$ cat config.mk
export PLATFORM = sky130hd
export DESIGN_NAME = apb_multi_slave_master
export DESIGN_NICKNAME = d
export VERILOG_FILES = /design/src/rtl/apb_pkg.sv /design/src/rtl/apb_addr_decoder.sv /design/src/rtl/apb_multi_slave_master.sv
export SDC_FILE = /design/constraint.sdc
export NUM_CORES = 1
export LEC_CHECK = 0
export ABC_AREA = 1
export ABC_CLOCK_PERIOD_IN_PS = 2200
export CAP_MARGIN = 0
export CORE_ASPECT_RATIO = 0.6
export CORE_MARGIN = 4
export CORE_UTILIZATION = 35
export DETAILED_ROUTE_END_ITERATION = 10
export PLACE_DENSITY = 0.78
export SYNTH_ARGS = -nofsm -noshare
export SYNTH_HDL_FRONTEND = slang
export SYNTH_SLANG_ARGS = --single-unit
$ cat constraint.sdc
create_clock -name pclk -period 2.2 [get_ports pclk]
set_input_delay 0.22 -clock pclk [delete_from_list [all_inputs] [get_ports pclk]]
set_output_delay 0.22 -clock pclk [all_outputs]
set_load 0.03 [all_outputs]
$ cat src/rtl/apb_pkg.sv
// rtl/apb_pkg.sv - shared state type, default widths and select helper for the APB requester
package apb_pkg;

  typedef enum logic [1:0] {
    IDLE   = 2'd0,
    SETUP  = 2'd1,
    ACCESS = 2'd2,
    DERR   = 2'd3
  } apb_state_e;

  localparam int APB_ADDR_WIDTH     = 8;
  localparam int APB_DATA_WIDTH     = 32;
  localparam int APB_NUM_SLAVES     = 4;
  localparam int APB_SEL_BITS       = 2;
  localparam int APB_TIMEOUT_CYCLES = 16;
  localparam int APB_MAX_SLAVES     = 32;

  // Indices past the vector shift out to all-zero, which the decoder relies on.
  function automatic logic [APB_MAX_SLAVES-1:0] onehot_sel(input int unsigned idx);
    logic [APB_MAX_SLAVES-1:0] one;
    one = {{(APB_MAX_SLAVES-1){1'b0}}, 1'b1};
    return one << idx;
  endfunction

endpackage

$ cat src/rtl/apb_addr_decoder.sv
// rtl/apb_addr_decoder.sv - slave index to one-hot select plus out-of-range flag
module apb_addr_decoder
  import apb_pkg::*;
#(
  parameter int NUM_SLAVES = APB_NUM_SLAVES,
  parameter int SEL_BITS   = APB_SEL_BITS
)(
  input  logic [SEL_BITS-1:0]   idx_i,
  output logic [NUM_SLAVES-1:0] sel_o,
  output logic                  decode_err_o
);

  logic [APB_MAX_SLAVES-1:0] w_onehot;

  assign w_onehot = onehot_sel(32'(idx_i));
  assign sel_o    = w_onehot[NUM_SLAVES-1:0];

  // Any hot bit above the populated slaves means the index has no target.
  generate
    if (NUM_SLAVES < APB_MAX_SLAVES) begin : g_partial
      assign decode_err_o = |w_onehot[APB_MAX_SLAVES-1:NUM_SLAVES];
    end else begin : g_full
      assign decode_err_o = 1'b0;
    end
  endgenerate

endmodule

$ cat src/rtl/apb_multi_slave_master.sv
// rtl/apb_multi_slave_master.sv - APB requester decoding upper address bits onto NUM_SLAVES selects
// Optional ACCESS-phase timeout abort enabled by defining APB_TIMEOUT_EN.
module apb_multi_slave_master
  import apb_pkg::*;
#(
  parameter int ADDR_WIDTH     = APB_ADDR_WIDTH,
  parameter int DATA_WIDTH     = APB_DATA_WIDTH,
  parameter int NUM_SLAVES     = APB_NUM_SLAVES,
  parameter int SEL_BITS       = APB_SEL_BITS,
  parameter int TIMEOUT_CYCLES = APB_TIMEOUT_CYCLES
)(
  input  logic                           pclk,
  input  logic                           preset,
  input  logic                           trans_i,
  input  logic [ADDR_WIDTH-1:0]          addr_i,
  input  logic [DATA_WIDTH-1:0]          wdata_i,
  input  logic                           wr_rd_i,
  output logic                           ready_o,
  output logic [NUM_SLAVES-1:0]          pselx,
  output logic                           penable,
  output logic                           pwrite,
  output logic [ADDR_WIDTH-1:0]          paddr,
  output logic [DATA_WIDTH-1:0]          pwdata,
  input  logic [NUM_SLAVES-1:0]          pready,
  input  logic [NUM_SLAVES-1:0]          pslverr,
  input  logic [NUM_SLAVES*DATA_WIDTH-1:0] prdata,
  output logic [DATA_WIDTH-1:0]          rdata_o,
  output logic                           trans_err_o,
  output logic                           done_o
);

  generate
    if (((1 << SEL_BITS) < NUM_SLAVES) || (SEL_BITS > 5) || (SEL_BITS > ADDR_WIDTH) ||
        (NUM_SLAVES < 1) || (TIMEOUT_CYCLES < 1)) begin : g_bad_cfg
      $error("apb_multi_slave_master: inconsistent parameters");
    end
  endgenerate

  apb_state_e              r_state, w_state_nxt;
  logic [SEL_BITS-1:0]     r_idx, w_idx_nxt, w_dec_idx;
  logic [NUM_SLAVES-1:0]   r_sel, w_sel_nxt, w_dec_sel;
  logic                    w_dec_err;
  logic                    r_penable, w_penable_nxt;
  logic                    r_write, w_write_nxt;
  logic                    r_err, w_err_nxt;
  logic                    r_done, w_done_nxt;
  logic [ADDR_WIDTH-1:0]   r_addr, w_addr_nxt;
  logic [DATA_WIDTH-1:0]   r_wdata, w_wdata_nxt;
  logic [DATA_WIDTH-1:0]   r_rdata, w_rdata_nxt;
  logic [DATA_WIDTH-1:0]   w_prdata_arr [NUM_SLAVES];
  logic                    w_pready_sel;
  logic                    w_pslverr_sel;
  logic [DATA_WIDTH-1:0]   w_prdata_sel;

`ifdef APB_TIMEOUT_EN
  localparam int CNT_W = $clog2(TIMEOUT_CYCLES + 1);
  logic [CNT_W-1:0] r_cnt, w_cnt_nxt;
`endif

  assign w_dec_idx = addr_i[ADDR_WIDTH-1 -: SEL_BITS];

  apb_addr_decoder #(
    .NUM_SLAVES (NUM_SLAVES),
    .SEL_BITS   (SEL_BITS)
  ) u_decoder (
    .idx_i        (w_dec_idx),
    .sel_o        (w_dec_sel),
    .decode_err_o (w_dec_err)
  );

  generate
    for (genvar k = 0; k < NUM_SLAVES; k++) begin : g_unpack
      assign w_prdata_arr[k] = prdata[k*DATA_WIDTH +: DATA_WIDTH];
    end
  endgenerate

  // Only the latched slave's response is ever looked at.
  assign w_pready_sel  = pready[r_idx];
  assign w_pslverr_sel = pslverr[r_idx];
  assign w_prdata_sel  = w_prdata_arr[r_idx];

  always_comb begin
    w_state_nxt   = r_state;
    w_idx_nxt     = r_idx;
    w_sel_nxt     = r_sel;
    w_penable_nxt = r_penable;
    w_write_nxt   = r_write;
    w_addr_nxt    = r_addr;
    w_wdata_nxt   = r_wdata;
    w_rdata_nxt   = r_rdata;
    w_err_nxt     = r_err;
    w_done_nxt    = 1'b0;
`ifdef APB_TIMEOUT_EN
    w_cnt_nxt     = r_cnt;
`endif
    unique case (r_state)
      IDLE: begin
        if (trans_i) begin
          if (w_dec_err) begin
            w_state_nxt = DERR;
          end else begin
            w_state_nxt   = SETUP;
            w_idx_nxt     = w_dec_idx;
            w_sel_nxt     = w_dec_sel;
            w_penable_nxt = 1'b0;
            w_write_nxt   = wr_rd_i;
            w_addr_nxt    = addr_i;
            w_wdata_nxt   = wdata_i;
          end
        end
      end
      SETUP: begin
        w_state_nxt   = ACCESS;
        w_penable_nxt = 1'b1;
`ifdef APB_TIMEOUT_EN
        w_cnt_nxt     = '0;
`endif
      end
      ACCESS: begin
        if (w_pready_sel) begin
          w_state_nxt   = IDLE;
          w_sel_nxt     = '0;
          w_penable_nxt = 1'b0;
          w_done_nxt    = 1'b1;
          w_err_nxt     = w_pslverr_sel;
          if (!r_write) begin
            w_rdata_nxt = w_prdata_sel;
          end
        end
`ifdef APB_TIMEOUT_EN
        // The abort edge is the TIMEOUT_CYCLES-th ACCESS cycle without pready.
        else if (r_cnt == CNT_W'(TIMEOUT_CYCLES - 1)) begin
          w_state_nxt   = IDLE;
          w_sel_nxt     = '0;
          w_penable_nxt = 1'b0;
          w_done_nxt    = 1'b1;
          w_err_nxt     = 1'b1;
        end else begin
          w_cnt_nxt = r_cnt + 1'b1;
        end
`endif
      end
      DERR: begin
        w_state_nxt = IDLE;
        w_done_nxt  = 1'b1;
        w_err_nxt   = 1'b1;
      end
      default: w_state_nxt = IDLE;
    endcase
  end

  always_ff @(posedge pclk or posedge preset) begin
    if (preset) begin
      r_state   <= IDLE;
      r_idx     <= '0;
      r_sel     <= '0;
      r_penable <= 1'b0;
      r_write   <= 1'b0;
      r_addr    <= '0;
      r_wdata   <= '0;
      r_rdata   <= '0;
      r_err     <= 1'b0;
      r_done    <= 1'b0;
`ifdef APB_TIMEOUT_EN
      r_cnt     <= '0;
`endif
    end else begin
      r_state   <= w_state_nxt;
      r_idx     <= w_idx_nxt;
      r_sel     <= w_sel_nxt;
      r_penable <= w_penable_nxt;
      r_write   <= w_write_nxt;
      r_addr    <= w_addr_nxt;
      r_wdata   <= w_wdata_nxt;
      r_rdata   <= w_rdata_nxt;
      r_err     <= w_err_nxt;
      r_done    <= w_done_nxt;
`ifdef APB_TIMEOUT_EN
      r_cnt     <= w_cnt_nxt;
`endif
    end
  end

  assign ready_o     = (r_state == IDLE);
  assign pselx       = r_sel;
  assign penable     = r_penable;
  assign pwrite      = r_write;
  assign paddr       = r_addr;
  assign pwdata      = r_wdata;
  assign rdata_o     = r_rdata;
  assign trans_err_o = r_err;
  assign done_o      = r_done;

endmodule

* Word-level counts from Yosys, hierarchy flattened
Index checks and enable logic that the tools add are counted.
Widths: inputs -> output; s select.
** Operators by class
- Order comparisons :: 2
- Eq/ne operators :: 6
- Shift-type cells :: 1
- Muxes and demuxes :: 23
- Bitwise gates (word level) :: 3
- Reduce and logical (&&, ||, !) cells :: 11
** Operators with widths (count)
- $bmux 32 s2 :: 1
- $mux 32 :: 2
- $shl 1x2->32 const A :: 1
- $reduce_or 28->1 :: 1
- $mux 4 :: 3
- $pmux 2 s4 :: 1
- $pmux 4 s2 :: 1
- $reduce_and 4->1 :: 2
- $mux 1 :: 7
- $mux 2 :: 3
- $ne 2x2->1 const B :: 3
- $reduce_and 3->1 :: 2
- $bmux 1 s2 :: 2
- $eq 2x2->1 const B :: 2
- $pmux 1 s2 :: 2
- $reduce_and 2->1 :: 2
- $reduce_bool 2->1 :: 2
- $ge 3x3->1 const B :: 1
- $lt 2x3->1 const B :: 1
- $not 2->3 :: 1
- $pmux 1 s3 :: 1
- $reduce_bool 3->1 :: 1
- $eq 2x1->1 const B :: 1
- $logic_not 2->1 :: 1
- $not 1->1 :: 2
** Storage, ports and cells
- Bits in registers :: 84
- Input port bits :: 180
- Output and inout bits :: 81
- Logic and storage cells :: 56

* Logic depth before layout (Yosys ltp)
Gate-level depths: netlist (run 1).
- Depth in word-level cells :: 5
- Gate-level depth with buffers :: 8

* By module
A second synthesis (run 1) with hierarchy kept.
** Second synthesis, totals
- Cells, all modules :: 605
- Area total of the unflattened synthesis :: 4354.2 um^2
** Modules (own cells, without submodules)
- apb_multi_slave_master :: times used 1, cells each 596, area each 4316.6 um^2, seq. area each 2052.0 um^2
- apb_addr_decoder :: times used 1, cells each 9, area each 37.5 um^2, seq. area each 0.0 um^2

* Worst setup path after synthesis (run 1)
Ideal clock, no wire load.
- Kind :: reg-to-reg
- Start point :: reg r_state[0]
- End point :: reg r_wdata[0] (netlist: pwdata[0])
- Library setup time :: 117 ps
- Arrival :: 1528 ps
- Data required time :: 2083 ps
- Path slack :: 556 ps
- Cell stages (with the launch flop) :: 7
- Period minus slack after synthesis :: 1644 ps
- Cells stage by stage :: dfrtp_1 nor2_1 nand2_1 buf_4 buf_2 nand2_1 nand2_1
** On the way
- Word-level cells in the longest chain between the ends :: 2
** RTL lines
- from (decl) :: RTL line apb_multi_slave_master.sv:39 : apb_state_e r_state, w_state_nxt;
- from (signal assigned) :: RTL line apb_multi_slave_master.sv:168 : r_state <= w_state_nxt;
- $logic_not 2->1
- named net ready_o :: RTL line apb_multi_slave_master.sv:18 : output logic ready_o,
- $reduce_and 3->1 (no source line)
- to (signal assigned) :: RTL line apb_multi_slave_master.sv:174 : r_wdata <= w_wdata_nxt;
- to (decl) :: RTL line apb_multi_slave_master.sv:48 : logic [DATA_WIDTH-1:0] r_wdata, w_wdata_nxt;
The timed path passes the listed nets, and every way through them passes these cells.
A chain may end at the register's enable or synchronous reset.

* Worst setup path after layout (run 1)
- Start point :: reg r_state[0]
- End point :: out ready_o
** On the way
- Word-level cells in the longest chain between the ends :: 1
** RTL lines
- $logic_not 2->1 :: RTL line apb_multi_slave_master.sv:184 : assign ready_o = (r_state == IDLE);
- to (decl) :: RTL line apb_multi_slave_master.sv:18
No other way between the ends.

==> impl_metrics.yaml, run 1 <==
sta:
  fmax_mhz: 526
  holdWs_ns: 0.266
  maxSlewHeadroom: 0.664
  grt_setup_unrepaired: "no"
  slew_viol_final: 0
  final.period_utilization: 0.864
  fin_crit_ns: 1.90
  final.setup.tns_ns: 0
  worstMarginPinSlew_ns: 0.502
  fin_skew_ns: 0.00594
  finalHoldViolCount: 0
  setup_violations: 0
power_and_ir_drop:
  p_leak_nw: 3.74
  internal_power_mw: 5.41
  seqPwrFrac: 0.260
  ir_worst_vdd_v: 0.000568
  clkPwrFrac: 0.138
  pwr-share-comb: 0.602
  power.switching_mw: 4.87
  p_per_area_mw_per_mm2: 1370
  switching_share: 0.474
  p_total_mw: 10.3
cts:
  cts_setup_buffers: 0
  holdBufCountCts: 0
  cts_tree: "done"
  cts_buffers: 9
  clock_sinks: 82
  clkSlewWorstSetupHoldPaths_ns: 0.06
  root_buffer: "clkbuf_16"
  cts_buffer_depth: 2
  cts_resized: 0
  worstSkewPairLatency_ns: 0.33
  h-tree-depth: 3
layout:
  nets: 1074
  design_area_mm2: 0.00752
  num_antenna_cells: 0
  syn_to_final_growth_pct: 67.9
  drive_gt1_frac: 0.0501
  final_cells: 1064
synthesis:
  synthCells: 649
  synth.distinct_cells: 20
  ys_ff_latch: 82
  synth_top_area_cell: "dfrtp_1"
  yosys_warnings: 0
  syn_nets: 829
  synth_edf_count: 0
  synth_top_flop_cell: "dfrtp_1"
  ys_seq_area_frac: 0.458
  synth_area_mm2: 0.00448
  synth.area.top_cells: "dfrtp_1 (46%), nand2_1 (33%), o211ai_1 (5.4%)"
  syn_area_per_cell_um2: 6.90
  synth_top_area_frac: 0.458
  ys_async_sr_fraction: 1.00
floorplan:
  io_pins: 261
  fp.dieArea_mm2: 0.0147
  core-area_mm2: 0.0123
  start_util: 0.364
  die-height_um: 95.6
  row_count: 31
  chipWidth_um: 154
critical_path:
  cp_top_family: "buffers and inverters"
  worstPathArrival_ns: 1.68
  worstPathMaxFanout: 5
  timing.critical_path.buf_inv: 1
  slowest_stage: "clkdlybuf4s50_1"
  critPathKind: "flip-flop to output pin"
  max_stage_delay_ns: 0.71
  crit_path_start_kind: "flip-flop"
  cp.required_ns: 1.98
  endpoint_kind: "output pin"
  cp_cell_sequence: "nor2_1 > clkdlybuf4s50_1"
hold_path:
  min_path_type: "input port to asynchronous set/reset pin"
grt:
  grt_pass1_wl_um: 24700
  grt_pass1_vias: 4685
  grt_use_total: 0.211
  antenna_found_initial: 0
  grt_max_degree: 48
  gr-total-overflow: 0
status:
  outcome: "finished clean"
drt:
  routed_via_density: 4.58
  firstDrtPassIters: 4
  drt_iter0_drc: 278
  drt.antenna.violating_nets: 0
  wl_um: 15900
  drc: 0
  vias: 4872
  wire_per_inst_um: 14.9
placed_design:
  hpwl_um: 12500
  gp_congestion: 0.799
  placement.cell_area_mm2: 0.00723
  portBuffers: 260
  place_inst: 1048
run:
  maxCapViolCount: 0
cell usage in the layout, fill, tap and decap left out:
| cell | Yosys | routed |
|---|---|---|
| nor3_1 | 3 | 3 |
| nand4_2 | 1 | 1 |
| clkinvlp_4 | 0 | 4 |
| clkdlybuf4s50_1 | 0 | 259 |
| nor2_4 | 2 | 2 |
| buf_12 | 0 | 5 |
| o211ai_1 | 32 | 32 |
| inv_6 | 0 | 2 |
| inv_1 | 35 | 34 |
| nand2_1 | 398 | 398 |
| nand3_2 | 3 | 3 |
| nand3_1 | 40 | 40 |
| dfrtp_1 | 82 | 81 |
| buf_4 | 3 | 9 |
| dfrtp_4 | 0 | 1 |
| nor2_1 | 2 | 2 |
| inv_2 | 5 | 5 |
| clkbuf_16 | 0 | 9 |
| nand2_2 | 2 | 2 |
| clkinv_4 | 0 | 1 |
| o21ai_0 | 3 | 3 |
| a21oi_1 | 1 | 1 |
| clkbuf_8 | 0 | 1 |
| clkinv_1 | 1 | 1 |
state kept, by name, indices dropped and copies added, names as in the netlist:
register	count
penable	1
pwrite	1
r_state	2
pselx	4
done_o	1
r_idx	2
trans_err_o	1
pwdata	32
paddr	6
rdata_o	32
metrics by stage:
stage	util	worst slack [ns]
2_1_floorplan	-	0.556
3_3_place_gp	0.588	0.506
3_5_place_dp	0.588	0.458
4_1_cts	0.612	0.270
5_1_grt	0.612	0.209
6_report	0.612	0.299
final cells by class:
class                      count  area, µm²
clock buffer                  10        239
clock inverter                 6       48.8
fill                        1098       4770
inverter                      41        158
multi-input combinational    487       2050
sequential                    82       2060
tap                          165        206
timing repair buffer         273       2760
logic make-up (layout without fill, tap and decap cells):
family	after synthesis	after routing	share of synthesized area
flops	82	82	0.458
compound gates	36	36	0.0581
simple gates	451	451	0.400
buf+inv	80	330	0.0835
routing by layer:
layer / vias up / routed length, µm / track usage
li1: 2491 / - / -
met1: 2204 / 7320 / 0.283
met2: 175 / 7110 / 0.341
met3: 2 / 1410 / 0.0739
met4: 0 / 35 / 0.0309
met5: - / 0 / 0
worst reg2reg max path, stage by stage, from the launching register on:
cell	delay, ns
dfrtp_4	0.58
inv_2	0.11
nand2_1	0.07
nand3_2	0.10
nand2_2	0.10
nor2_4	0.33
buf_12	0.22
nand3_1	0.09
nand2_1	0.08
power by group through the flow:
stage | registers, mW | logic, mW | clock network [mW]
floorplan | 3.98 | 2.44 | 0
global placement | 2.69 | 6.21 | 0
detailed placement | 2.69 | 6.26 | 0
CTS | 2.68 | 6.27 | 1.47
global route | 2.78 | 6.74 | 1.53
finish | 2.67 | 6.19 | 1.42
Yosys cell counts (4+ instances only):
cell type  number
inv_1          35
buf_2          26
dfrtp_1        82
buf_6           4
nand2_1       398
o211ai_1       32
inv_2           5
clkbuf_1        5
nand3_1        40
final timing paths:
kind	start	endpoint	slack, ns	cells past startpoint
max in group asynchronous	preset	r_idx[0]	1.36	3
setup reg to reg	r_idx[0]	rdata_o[16]	0.46	8
min in group pclk	wdata_i[24]	pwdata[24]	0.41	3
setup / recovery	r_state[0]	ready_o	0.30	2
hold reg to reg	paddr[4]	paddr[4]	0.48	2
hold / removal	preset	rdata_o[14]	0.27	2
Note: power is estimated with default switching activity, not from simulation.
==> run 2, diff against run 1 <==
==> constraint.sdc (replaced) <==
create_clock -name pclk -period 2.2 [get_ports pclk]
set_input_delay 0.22 -clock pclk [delete_from_list [all_inputs] [get_ports pclk]]
set_output_delay 0.22 -clock pclk [all_outputs]
set_load 0.005 [all_outputs]
==> impl_metrics.yaml, run 2 (synthesized netlist as in run 1, its figures left out) <==
status:
  outcome: "finished clean"
hold_path:
  min_path_type: "input port to asynchronous set/reset pin"
drt:
  drt_iter0_drc: 201
  drc: 0
  firstDrtPassIters: 5
  drt.antenna.violating_nets: 0
  routed_via_density: 4.56
  wire_per_inst_um: 14.8
  wl_um: 15700
  vias: 4860
grt:
  grt_busiest_layer: "met2"
  gr-total-overflow: 0
  use_met3: 0.0803
  antenna_found_initial: 0
  grt_use_total: 0.210
  grt_pass1_vias: 4665
  met2_usage: 0.340
  grt_pass1_wl_um: 24400
  grt_max_degree: 101
  use_met1: 0.274
sta:
  final.setup.tns_ns: 0
  final.period_utilization: 0.883
  maxSlewHeadroom: 0.684
  setup_violations: 0
  finalHoldViolCount: 0
  fmax_mhz: 515
  worstMarginPinSlew_ns: 0.473
  grt_setup_unrepaired: "no"
  fin_skew_ns: 0.00735
  fin_crit_ns: 1.94
  slew_viol_final: 0
  holdWs_ns: 0.152
critical_path:
  rrSetupSlack_ns: 0.53
  slowest_stage: "clkdlybuf4s50_1"
  crit_path_start_kind: "flip-flop"
  cp_cell_sequence: "buf_12 > clkdlybuf4s50_1"
  timing.critical_path.buf_inv: 2
  endpoint_kind: "output pin"
  cp.required_ns: 1.98
  worstPathMaxFanout: 100
  cp_top_family: "buffers and inverters"
  critPathKind: "flip-flop to output pin"
  worstPathArrival_ns: 1.72
  max_stage_delay_ns: 0.58
cts:
  cts_resized: 0
  h-tree-depth: 3
  holdBufCountCts: 0
  cts_tree: "done"
  cts_buffers: 9
  clock_sinks: 82
  root_buffer: "clkbuf_16"
  cts_setup_buffers: 0
  clkSlewWorstSetupHoldPaths_ns: 0.07
  cts_buffer_depth: 2
  worstSkewPairLatency_ns: 0.33
floorplan:
  die-height_um: 95.6
  row_count: 31
  chipWidth_um: 154
  fp.dieArea_mm2: 0.0147
  start_util: 0.364
  core-area_mm2: 0.0123
  io_pins: 261
power_and_ir_drop:
  p_leak_nw: 3.74
  ir_worst_vdd_v: 0.000503
  p_per_area_mw_per_mm2: 1200
layout:
  fin_util: 0.612
  design_area_mm2: 0.00752
  num_antenna_cells: 0
  layout_common_cells: "nand2_1 (398), clkdlybuf4s50_1 (260), dfrtp_1 (81), nand3_1 (40), inv_1 (34)"
  syn_to_final_growth_pct: 67.9
  drive_gt1_frac: 0.0500
  final_common_cell: "nand2_1"
  final.fill_count: 1139
  nets: 1075
run:
  maxCapViolCount: 0
placed_design:
  hpwl_um: 12200
  gp_congestion: 0.816
  placement.cell_area_mm2: 0.00722
  portBuffers: 260
## run 2: cell types whose count changed in the layout (fill, tap and decap cells not counted), sizes merged
cell	change
clkinv	+1
clkdlybuf4s50	+1
bufinv	+1
clkinvlp	-1
clkbuf	-1
## run 2: metrics by stage
step                setup WS [ns]  std cells  total power [mW]
finish                      0.257       1065              9.03
global route                0.171       1065              9.79
CTS                         0.218       1065              9.16
detailed placement          0.456       1049              7.59
global placement            0.489       1049              7.51
floorplan                   0.899        649              5.09
## run 2: final timing paths
kind / start / end / depth (start not counted)
max in group asynchronous: preset / pwdata[24] / 3
min: preset / rdata_o[30] / 2
max: r_idx[0] / paddr[6] / 2
min in group pclk: wdata_i[12] / pwdata[12] / 3
max reg2reg: r_idx[0] / rdata_o[26] / 7
min reg2reg: pwdata[26] / pwdata[26] / 2
## run 2: power by group
part           internal [mW]  total [mW]  switching [mW]
clock network          0.887        1.52           0.630
logic                   2.38        4.86            2.48
registers               2.22        2.65           0.427
## run 2: layer usage
metal	up-vias	part of all wire
met2	189	0.45
met1	2175	0.45
met4	0	0.0043
li1	2488	-
met5	-	0
met3	8	0.092
## run 2: cell type report
type	instances	area, µm²	share of cell area
clock buffers	9	225	0.0299
clock inverters	7	76.3	0.0101
inverters	41	158	0.0210
multi-input cells	487	2050	0.273
flip-flops and latches	82	2060	0.273
well taps	165	206	0.0274
repair buffers	274	2750	0.365
## run 2: worst reg2reg max path, stage by stage (launching register included)
cell,delay [ns]
dfrtp_4,0.51
inv_2,0.10
nand2_1,0.07
nand3_2,0.10
nand4_2,0.35
buf_12,0.31
nand2_1,0.07
nand2_1,0.05
==> run 3, diff against run 2 <==
Settings changed: CTS_CLUSTER_DIAMETER set to 60.
==> results of run 3 <==
Final layout, timing and power as in run 2 (identical DEF).
